==> src/rtl/axis_downsizer_if.sv <==
// rtl/axis_downsizer_if.sv - AXI-Stream beat bundle (valid/ready/last/data/keep).
interface axis_downsizer_if #(
  parameter int DATA_W = 64,
  parameter int KEEP_W = 4
) ();
  logic              valid;
  logic              ready;
  logic              last;
  logic [DATA_W-1:0] data;
  logic [KEEP_W-1:0] keep;

  modport master (output valid, last, data, keep, input ready);
  modport slave  (input valid, last, data, keep, output ready);
endinterface

==> src/rtl/axis_downsizer.sv <==
// rtl/axis_downsizer.sv - AXIS width down-converter that skips all-empty keep groups.
module axis_downsizer #(
  parameter int WORD_WIDTH    = 16,
  parameter int BUS_WIDTH_IN  = 64,
  parameter int BUS_WIDTH_OUT = 16
) (
  input  logic               aclk,
  input  logic               aresetn,
  axis_downsizer_if.slave    s,
  axis_downsizer_if.master   m
);
  localparam int WPB_IN  = BUS_WIDTH_IN / WORD_WIDTH;
  localparam int WPB_OUT = BUS_WIDTH_OUT / WORD_WIDTH;
  localparam int R       = BUS_WIDTH_IN / BUS_WIDTH_OUT;
  localparam int IDX_W   = (R > 1) ? $clog2(R) : 1;

  logic [BUS_WIDTH_IN-1:0] data_q, data_d;
  logic [WPB_IN-1:0]       keep_q, keep_d;
  logic                    last_q, last_d;
  logic                    full_q, full_d;
  logic [IDX_W-1:0]        idx_q, idx_d;
  logic                    en_q;

  logic [R-1:0]            ne_q, ne_s;
  logic                    nxt_found, first_found;
  logic [IDX_W-1:0]        nxt_idx, first_idx;
  logic [BUS_WIDTH_OUT-1:0] m_data_w;
  logic [WPB_OUT-1:0]      m_keep_w;
  logic                    s_ready_w, s_hs, m_hs;

  always_comb begin
    ne_q = '0;
    ne_s = '0;
    for (int g = 0; g < R; g++) begin
      ne_q[g] = |keep_q[g*WPB_OUT +: WPB_OUT];
      ne_s[g] = |s.keep[g*WPB_OUT +: WPB_OUT];
    end
  end

  // Descending scan so the last hit is the lowest qualifying group.
  always_comb begin
    nxt_found   = 1'b0;
    nxt_idx     = '0;
    first_found = 1'b0;
    first_idx   = '0;
    for (int g = R - 1; g >= 0; g--) begin
      if (ne_q[g] && (g > int'(idx_q))) begin
        nxt_found = 1'b1;
        nxt_idx   = IDX_W'(g);
      end
      if (ne_s[g]) begin
        first_found = 1'b1;
        first_idx   = IDX_W'(g);
      end
    end
  end

  always_comb begin
    m_data_w = '0;
    m_keep_w = '0;
    for (int g = 0; g < R; g++) begin
      if (idx_q == IDX_W'(g)) begin
        m_data_w = data_q[g*BUS_WIDTH_OUT +: BUS_WIDTH_OUT];
        m_keep_w = keep_q[g*WPB_OUT +: WPB_OUT];
      end
    end
  end

  assign s_ready_w = en_q && (!full_q || (m.ready && !nxt_found));
  assign s.ready   = s_ready_w;
  assign s_hs      = s.valid && s_ready_w;
  assign m_hs      = full_q && m.ready;

  assign m.valid = full_q;
  assign m.data  = m_data_w;
  assign m.keep  = m_keep_w;
  assign m.last  = last_q && !nxt_found;

  always_comb begin
    data_d = data_q;
    keep_d = keep_q;
    last_d = last_q;
    full_d = full_q;
    idx_d  = idx_q;
    if (m_hs) begin
      if (nxt_found) idx_d = nxt_idx;
      else           full_d = 1'b0;
    end
    // A load wins over finishing the previous beat; empty non-last beats vanish.
    if (s_hs) begin
      if (first_found || s.last) begin
        data_d = s.data;
        keep_d = s.keep;
        last_d = s.last;
        full_d = 1'b1;
        idx_d  = first_found ? first_idx : '0;
      end else begin
        full_d = 1'b0;
      end
    end
  end

  always_ff @(posedge aclk or negedge aresetn) begin
    if (!aresetn) begin
      data_q <= '0;
      keep_q <= '0;
      last_q <= 1'b0;
      full_q <= 1'b0;
      idx_q  <= '0;
      en_q   <= 1'b0;
    end else begin
      data_q <= data_d;
      keep_q <= keep_d;
      last_q <= last_d;
      full_q <= full_d;
      idx_q  <= idx_d;
      en_q   <= 1'b1;
    end
  end
endmodule

==> src/flat_wrapper.sv <==
// flat-port wrapper written by rule: the top's interface ports become plain ports
module axis_downsizer_flat 
#(
  parameter int WORD_WIDTH    = 16,
  parameter int BUS_WIDTH_IN  = 64,
  parameter int BUS_WIDTH_OUT = 16
)
  (aclk, aresetn, s_valid, s_last, s_data, s_keep, s_ready, m_valid, m_last, m_data, m_keep, m_ready);
  axis_downsizer_if #(.DATA_W(64), .KEEP_W(4)) s_i ();
  axis_downsizer_if #(.DATA_W(16), .KEEP_W(1)) m_i ();
  input  logic aclk;
  input  logic aresetn;
  input wire logic [$bits(s_i.valid)-1:0] s_valid;
  input wire logic [$bits(s_i.last)-1:0] s_last;
  input wire logic [$bits(s_i.data)-1:0] s_data;
  input wire logic [$bits(s_i.keep)-1:0] s_keep;
  output wire logic [$bits(s_i.ready)-1:0] s_ready;
  output wire logic [$bits(m_i.valid)-1:0] m_valid;
  output wire logic [$bits(m_i.last)-1:0] m_last;
  output wire logic [$bits(m_i.data)-1:0] m_data;
  output wire logic [$bits(m_i.keep)-1:0] m_keep;
  input wire logic [$bits(m_i.ready)-1:0] m_ready;
  assign s_i.valid = s_valid;
  assign s_i.last = s_last;
  assign s_i.data = s_data;
  assign s_i.keep = s_keep;
  assign s_ready = s_i.ready;
  assign m_valid = m_i.valid;
  assign m_last = m_i.last;
  assign m_data = m_i.data;
  assign m_keep = m_i.keep;
  assign m_i.ready = m_ready;
  axis_downsizer #(.WORD_WIDTH(WORD_WIDTH), .BUS_WIDTH_IN(BUS_WIDTH_IN), .BUS_WIDTH_OUT(BUS_WIDTH_OUT)) u_core (.aclk(aclk), .aresetn(aresetn), .s(s_i), .m(m_i));
endmodule
==> config.mk <==
export PLATFORM = sky130hd
export DESIGN_NAME = axis_downsizer_flat
export DESIGN_NICKNAME = d
export VERILOG_FILES = /design/src/rtl/axis_downsizer_if.sv /design/src/rtl/axis_downsizer.sv /design/src/flat_wrapper.sv
export SDC_FILE = /design/constraint.sdc
export NUM_CORES = 1
export LEC_CHECK = 0
export CORE_AREA = 2 2 105 107
export DETAILED_ROUTE_END_ITERATION = 8
export DIE_AREA = 0 0 107 109
export PLACE_DENSITY = 0.63
export SYNTH_ARGS = -nofsm -noshare
export SYNTH_HDL_FRONTEND = slang
export SYNTH_SLANG_ARGS = --single-unit
==> constraint.sdc <==
create_clock -name aclk -period 3.1 [get_ports aclk]
set_clock_uncertainty 0.15 [all_clocks]
set_input_delay 0.465 -clock aclk [delete_from_list [all_inputs] [get_ports aclk]]
set_output_delay 0.465 -clock aclk [all_outputs]
set_load 0.01 [all_outputs]
Yosys cells after proc, flatten, opt, wreduce, memory -nomap -nowiden
Index checks and enable logic that the tools add are counted.
{"block": "totals", "inputBits": 73, "elab_cells": 60, "regBits": 73, "output_inout_bits": 20}
{"block": "op_classes", "muxes": 31, "n_eq_ne": 4, "n_reduce_logical": 16, "magnitude_cmp": 3}
{"cell": "16-bit two-way mux", "n": 4}
{"cell": "2-bit two-way mux", "n": 12}
{"cell": "1-bit two-way mux", "n": 15}
{"cell": "1-bit logical AND", "n": 8}
{"cell": "2-bit equality test (second input constant)", "n": 2}
{"cell": "2-bit greater-than comparator (first input constant)", "n": 2}
{"cell": "2-bit AND reduction", "n": 2}
{"cell": "2-bit by 1-bit equality test with 1-bit output (second input constant)", "n": 1}
{"cell": "1-bit by 2-bit greater-than comparator with 1-bit output (first input constant)", "n": 1}
{"cell": "1-bit zero test", "n": 2}
{"cell": "2-bit zero test", "n": 1}
{"cell": "1-bit logical OR", "n": 2}
{"cell": "2-bit inequality test (second input constant)", "n": 1}
{"cell": "2-bit nonzero test", "n": 1}

Depth between registers and ports, before layout
Gate-level depths: netlist (run 1).
{"block": "depth", "word_depth": 12, "mapped_depth": 6, "mapped_depth_nobuf": 4}

Worst setup path before layout (run 1)
OpenSTA, ideal clock, no wires.
{"block": "synth_timing", "path_type": "register to output", "startpoint": "register u_core.idx_q[0]", "endpoint": "output port m_data[0]", "required_ns": 2.485, "t_arrival_ns": 1.376, "path_slack_ns": 1.109, "path_stages_with_launch": 3, "n_path_buf": 1, "cell_sequence": "dfrtp_1 -> buf_1 -> mux4_2"}
{"block": "synth_via", "elab_chain_len": 5, "word_cells_on_any_way": 8, "cone_classes": "eq/ne (3); mux (4); reduce/logical (1)"}
{"item": "start, declared", "line_no": "axis_downsizer.sv:21", "text": "logic [IDX_W-1:0] idx_q, idx_d;"}
{"item": "start signal, assigned", "line_no": "axis_downsizer.sv:116", "text": "idx_q <= idx_d;"}
{"item": "2-bit zero test", "line_no": "axis_downsizer.sv:62", "text": "if (idx_q == IDX_W'(g)) begin"}
{"item": "16-bit two-way mux (3 in series)", "line_no": "axis_downsizer.sv:62"}
{"item": "16-bit two-way mux (*)", "line_no": "axis_downsizer.sv:62"}
{"item": "end, declared", "line_no": "flat_wrapper.sv:20", "text": "output wire logic [$bits(m_i.data)-1:0] m_data;"}
Mark *: on every way between the ends. The rest lies on a longest branch, timed or not.

Worst setup path after layout (run 1)
{"block": "layout_timing", "startpoint": "register u_core.idx_q[1]", "endpoint": "output port s_ready"}
{"block": "layout_via", "elab_chain_len": 9, "word_cells_on_any_way": 13, "cone_classes": "order compare (3); mux (3); reduce/logical (7)"}
{"item": "2-bit greater-than comparator", "line_no": "axis_downsizer.sv:47", "text": "if (ne_q[g] && (g > int'(idx_q))) begin"}
{"item": "1-bit logical AND", "line_no": "axis_downsizer.sv:47"}
{"item": "1-bit two-way mux (2 in series)", "line_no": "axis_downsizer.sv:47"}
{"item": "1-bit two-way mux (*)", "line_no": "axis_downsizer.sv:47"}
{"item": "1-bit zero test (*)", "line_no": "axis_downsizer.sv:69", "text": "assign s_ready_w = en_q && (!full_q || (m.ready && !nxt_found));"}
{"item": "1-bit logical AND (*)", "line_no": "axis_downsizer.sv:69"}
{"item": "1-bit logical OR (*)", "line_no": "axis_downsizer.sv:69"}
{"item": "1-bit logical AND (*)", "line_no": "axis_downsizer.sv:69"}
{"item": "end, declared", "line_no": "flat_wrapper.sv:17", "text": "output wire logic [$bits(s_i.ready)-1:0] s_ready;"}
Marks and branches as above.

==> run summary, run 1 <==
post-synth top area share = 50.2%
Die X = 107 um
Initial DRC Count = 66
Worst Tran Pin Value = 0.936 ns
leading area contributor after synthesis = dfrtp_1
largest net degree at the start of global routing = 74
CP required = 2.48 ns
Post-synth top flop = dfrtp_1
Via Count = 2,031
antenna viol nets, final = 0
drt pass-1 iters = 4
Place WS = 0.455 ns
post-cts resize count = 0
max incr delay on CP = 0.54 ns
vias in the first global route = 2,199
Final Power = 5.10 mW
PnR worst setup slack = 0.356 ns
fillcell total = 935
die height = 109 um
Sink Count = 73
Cells after DPL = 432
setup TNS = 0 ns
GRT overflow = 0
WHS = 0.0951 ns
Initial Util = 34.3%
YS warnings = 0
clock transition at the registers of the reported paths = 0.08 ns
Area growth, synth to finish = 34.7%
Crit path depth = 6
CTS Hold Buffers Added = 0
CP max FO = 10
Pwr Density = 1040 mW/mm2
CTS Buf Count = 9
DRC = 0
final max-slew violation count = 0
fmax = 364 MHz
Peak VDD IR = 0.435 mV
Vias/cell = 4.53
TritonCTS clock tree = done
CORE AREA = 0.0106 mm2
Netlist cell types = 29
routed wire length = 7080 um
Final GP Congestion = 0.729
Setup-failing EPs final = 0
nets = 376
Post-Syn Area = 0.00364 mm2
CP Class = flop to output port
Final Critical Period = 2.74 ns
sequential share of the synthesized area = 50.2%
Area contributors post-synth = dfrtp_1 (50%), mux2_4 (28%), mux4_2 (11%)
area of the die = 0.0117 mm2
PortBufs = 92
first-pass GRT wire length = 11,500 um
I/O pin count = 93
worst skew pair latency = 0.35 ns
count leader, synth = dfrtp_1
initial antenna violation count = 0
Synth Net Count = 279
WP data arrival = 2.13 ns
ANT cells = 0
Placed Area = 0.00463 mm2
synth cell count leaders = dfrtp_1 (73), mux2_4 (67), mux4_2 (17)
startpoint class of the critical path = flop
leakage power = 2.25 nW
worst path cell trace = buf_4, o21ba_1, o21a_1, a21oi_1, and2_1, clkdlybuf4s50_1
WL per Instance = 15.8 um
Worst Setup End Kind = output port
Crit path max-delay family = buffers and inverters
Worst Reg-to-Reg Cells = 6
max_cap viols = 0
Post-CTS Repair Setup Buffers = 0
final non-filler cell total = 448
crit path max-delay cell type = clkdlybuf4s50_1
#FFs+latches synth = 73
status = finished, final reports clean
Rel. slew slack = 37.6%
final core utilization = 46.2%
cell row count = 38
Final Cell Area = 0.00490 mm2
GRT Total Usage = 13.3%
Clock Tree Buf Depth = 2
share of cells above drive strength 1 = 35.4%
Period Utilization, post-route = 88.5%
Post-synth EDFFs = 0
CTS HTree Levels = 3
Post-Synthesis Cells = 206
hpwl dp = 4720 um
Mapped Avg Cell Area = 17.7 um2
Hold WC Path Type = input port to async pin
unrepaired setup endpoints after global routing = false
FFs w/ async S/R, synth = 100%
Buffers & Inverters on Critical Path = 2
Final Hold Fails = 0
CTS root buf = clkbuf_8
## metal layers
metal | track usage (%) | wire length, um | share of wire, %
met1 | 17.4 | 3290 | 46
met2 | 20.1 | 3250 | 46
met3 | 4.78 | 407 | 5.8
met4 | 5.84 | 128 | 1.8
met5 | 0 | 0 | 0
## worst register-to-register path, stage by stage, from the launching register on
cell      delay [ns]
dfrtp_1         0.38
buf_4           0.19
nand2b_1        0.19
a211o_1         0.36
nand3b_4        0.12
buf_12          0.29
mux2_4          0.38
## cells by family after synthesis
family / after synthesis / synth area share, %
flip-flops: 73 / 50.2
buffers and inverters: 17 / 5.40
AO/OA/AOI/OAI: 13 / 2.75
other: 1 / 0.103
AND/OR/NAND/NOR: 16 / 2.85
multiplexers: 86 / 38.7
## where the power goes
part           switching [mW]  total (mW)  internal [mW]
registers               0.275        1.71           1.43
clock network           0.357        1.02          0.659
logic                   0.755        2.37           1.62
total                    1.39        5.10           3.71
## layout make-up
cell class	instances	area (um2)	area share [%]
sequential	73	1830	37.3
multi-input combinational	116	1620	33.0
timing repair buffer	98	988	20.2
tap	140	175	3.57
clock buffer	11	151	3.09
clock inverter	5	125	2.55
inverter	5	18.8	0.383
## placed cells by master (no fill, tap or decap), types with 3 or more instances in the layout
cell type / synthesis / final
mux2_4: 67 / 67
mux4_2: 17 / 17
dfrtp_1: 73 / 73
clkbuf_8: 0 / 11
buf_4: 0 / 5
nand2b_1: 3 / 3
a21oi_1: 3 / 3
nand2_1: 3 / 3
clkdlybuf4s50_1: 0 / 91
bufinv_16: 0 / 4
inv_1: 5 / 5
## registers in the layout, summed over array words and instances, names as in the netlist
name / count
u_core.data_q: 64
u_core.idx_q: 2
u_core.en_q: 1
u_core.m.valid: 1
u_core.keep_q: 4
u_core.last_q: 1
## worst paths after layout
kind | from | end | slack (ns)
max | u_core.idx_q[1]$_DFF_PN0_ | s_ready | 0.36
min | aresetn | u_core.data_q[7]$_DFFE_PN0P_ | 0.1
max reg2reg | u_core.idx_q[1]$_DFF_PN0_ | u_core.data_q[24]$_DFFE_PN0P_ | 0.93
min reg2reg | u_core.data_q[2]$_DFFE_PN0P_ | u_core.data_q[2]$_DFFE_PN0P_ | 0.34
max in group asynchronous | aresetn | u_core.last_q$_DFFE_PN0P_ | 2.10
min in group aclk | u_core.data_q[2]$_DFFE_PN0P_ | u_core.data_q[2]$_DFFE_PN0P_ | 0.34
No activity file was read; power rests on OpenSTA's default activity.
==> run 2, diff against run 1 <==
Settings changed: CORE_AREA 2 2 105 107 to 2 2 86 88, DIE_AREA 0 0 107 109 to 0 0 88 90, PLACE_DENSITY 0.63 to 0.88.
==> run summary, run 2 (same netlist as run 1, synthesis figures left out) <==
CP Class = flop to output port
Placed Area = 0.00456 mm2 (-1.4%)
Area growth, synth to finish = 32.0%
Crit path depth = 5 (-1)
post-cts resize count = 0 (unchanged)
WP data arrival = 2.27 ns (+0.14 ns)
r2r setup slk = 0.78 ns (-0.15 ns)
Final Cell Area = 0.00481 mm2 (-2.0%)
Hold WC Path Type = input port to async pin
CP required = 2.48 ns (about the same)
Rel. slew slack = 39.1% (+1.5 points)
CTS Buf Count = 9 (unchanged)
Die X = 88 um (-18%)
Setup-failing EPs final = 0 (unchanged)
Worst Tran Pin Value = 0.913 ns (-0.0223 ns)
startpoint class of the critical path = flop
FF-to-FF End = u_core.data_q[2]$_DFFE_PN0P_
Reg-to-Reg Start = u_core.idx_q[1]$_DFF_PN0_
Logic pwr share = 46.6% (about the same)
Seq pwr share = 35.3% (+1.8 points)
Final Critical Period = 2.88 ns (+0.140 ns)
leakage power = 2.22 nW (-1.1%)
GRT Total Usage = 18.3% (+4.9 points)
Buffers & Inverters on Critical Path = 1 (-1)
Vias/cell = 5.15 (+14%)
fmax = 347 MHz (-4.9%)
max incr delay on CP = 0.63 ns (+0.09 ns)
final max-slew violation count = 0 (unchanged)
initial antenna violation count = 0 (unchanged)
hpwl dp = 4690 um (-0.53%)
area of the die = 0.00792 mm2 (-32%)
clock transition at the registers of the reported paths = 0.07 ns (about the same)
Top Registers = u_core.data_q (64), u_core.keep_q (4), u_core.idx_q (2)
Period Utilization, post-route = 93.1% (+4.5 points)
most common cell after layout, fill and taps aside = clkdlybuf4s50_1
Initial Util = 51.9% (+18 points)
most frequent cells in the layout = clkdlybuf4s50_1 (91), dfrtp_1 (73), mux2_4 (67), mux4_2 (17), clkbuf_8 (10)
Clock Tree Buf Depth = 2 (unchanged)
drt pass-1 iters = 4 (unchanged)
Clock Power Share = 18.0% (-1.9 points)
FF+latch area = 0.00183 mm2 (unchanged)
unrepaired setup endpoints after global routing = false
worst path cell trace = o21ba_1, o21a_1, a21oi_1, and2_1, clkdlybuf4s50_1
antenna viol nets, final = 0 (unchanged)
Final GP Congestion = 0.772 (+5.8%)
switching power total = 1.38 mW (-0.34%)
Largest register FFs = 64 (unchanged)
CORE AREA = 0.00702 mm2 (-34%)
largest net degree at the start of global routing = 74 (unchanged)
WL per Instance = 16.8 um (+6.5%)
setup TNS = 0 ns (unchanged)
CTS root buf = clkbuf_8
GRT overflow = 0 (unchanged)
worst skew pair latency = 0.34 ns (about the same)
Place WS = 0.441 ns (-0.0134 ns)
Via Count = 2,097 (+3.2%)
fillcell total = 489 (-48%)
WHS = 0.0816 ns (-0.0135 ns)
max_cap viols = 0 (unchanged)
CTS HTree Levels = 3 (unchanged)
PnR worst setup slack = 0.215 ns (-0.140 ns)
cell row count = 31 (-18%)
nets = 376 (unchanged)
Peak VDD IR = 0.572 mV (+31%)
switching share of power = 27.7% (+0.53 points)
share of cells above drive strength 1 = 35.1% (-0.32 points)
vias in the first global route = 2,305 (+4.8%)
Pwr Density = 1040 mW/mm2 (-0.29%)
DRC = 0 (unchanged)
ANT cells = 0 (unchanged)
Initial DRC Count = 64 (-3.0%)
Post-CTS Repair Setup Buffers = 0 (unchanged)
CTS Hold Buffers Added = 0 (unchanged)
crit path max-delay cell type = dfrtp_1
Largest Register = u_core.data_q
status = finished, final reports clean
routed wire length = 6850 um (-3.2%)
P_int = 3.60 mW (-3.0%)
I/O pin count = 93 (unchanged)
Final Hold Fails = 0 (unchanged)
Crit path max-delay family = flip-flops
TritonCTS clock tree = done
Worst Setup End Kind = output port
CP max FO = 11 (+1)
Worst Reg-to-Reg Cells = 5 (-1)
area of the multi-input gates = 0.00162 mm2 (unchanged)
first-pass GRT wire length = 11,000 um (-3.8%)
PortBufs = 92 (unchanged)
die height = 90 um (-17%)
Sink Count = 73 (unchanged)
==> run 2: changes by cell type in the layout (fill, tap and decap cells not counted), sizes merged <==
cell,delta
clkinvlp,+1
bufinv,-1
==> run 2: worst max-delay path by stage <==
stage | startpoint | end
final | u_core.idx_q[1]$_DFF_PN0_ | s_ready
after global placement | m_ready | s_ready
after detailed placement | m_ready | s_ready
after CTS | u_core.idx_q[1]$_DFF_PN0_ | s_ready
after global routing | u_core.idx_q[1]$_DFF_PN0_ | s_ready
after floorplan | u_core.idx_q[0]$_DFF_PN0_ | m_data[0]
==> run 2: per-layer routing <==
layer	GRT usage, %	vias up	wire (um)
met5	0	-	0
met4	6.54	0	110
met3	4.50	10	332
met2	30.2	65	3460
met1	23.1	1074	2940
li1	-	948	-
==> run 2: power by group through the flow <==
stage / clock network, mW / logic (mW) / registers (mW)
finish: 0.899 / 2.32 / 1.76
global route: 0.974 / 2.47 / 1.82
CTS: 0.924 / 2.35 / 1.76
detailed placement: 0 / 2.33 / 1.77
global placement: 0 / 2.30 / 1.75
floorplan: 0 / 1.68 / 1.63
==> run 2: final cells by class <==
type	instances	share of cell area, %
Clock inverter	5	2.13
Tap cell	99	2.58
Sequential cell	73	38.0
Clock buffer	11	2.94
Timing Repair Buffer	98	20.3
Multi-Input combinational cell	116	33.7
Inverter	5	0.390
==> run 2: worst register-to-register path: stages (launching register included) <==
cell	delay (ns)
dfrtp_1	0.55
nand2b_1	0.26
a211o_1	0.36
nand3b_4	0.14
buf_4	0.38
mux2_1	0.37
==> run 2: through the flow <==
step	std cells	utilization [%]	power, mW
floorplan	206	-	3.31
global placement	391	65.0	4.04
global route	407	68.5	5.27
CTS	407	68.5	5.04
finish	407	68.5	4.98
detailed placement	391	65.0	4.10
==> run 3, diff against run 2 <==
Settings changed: CAP_MARGIN set to 10.
==> results of run 3 <==
The final DEF is identical to that of run 2; final timing and power are the same.
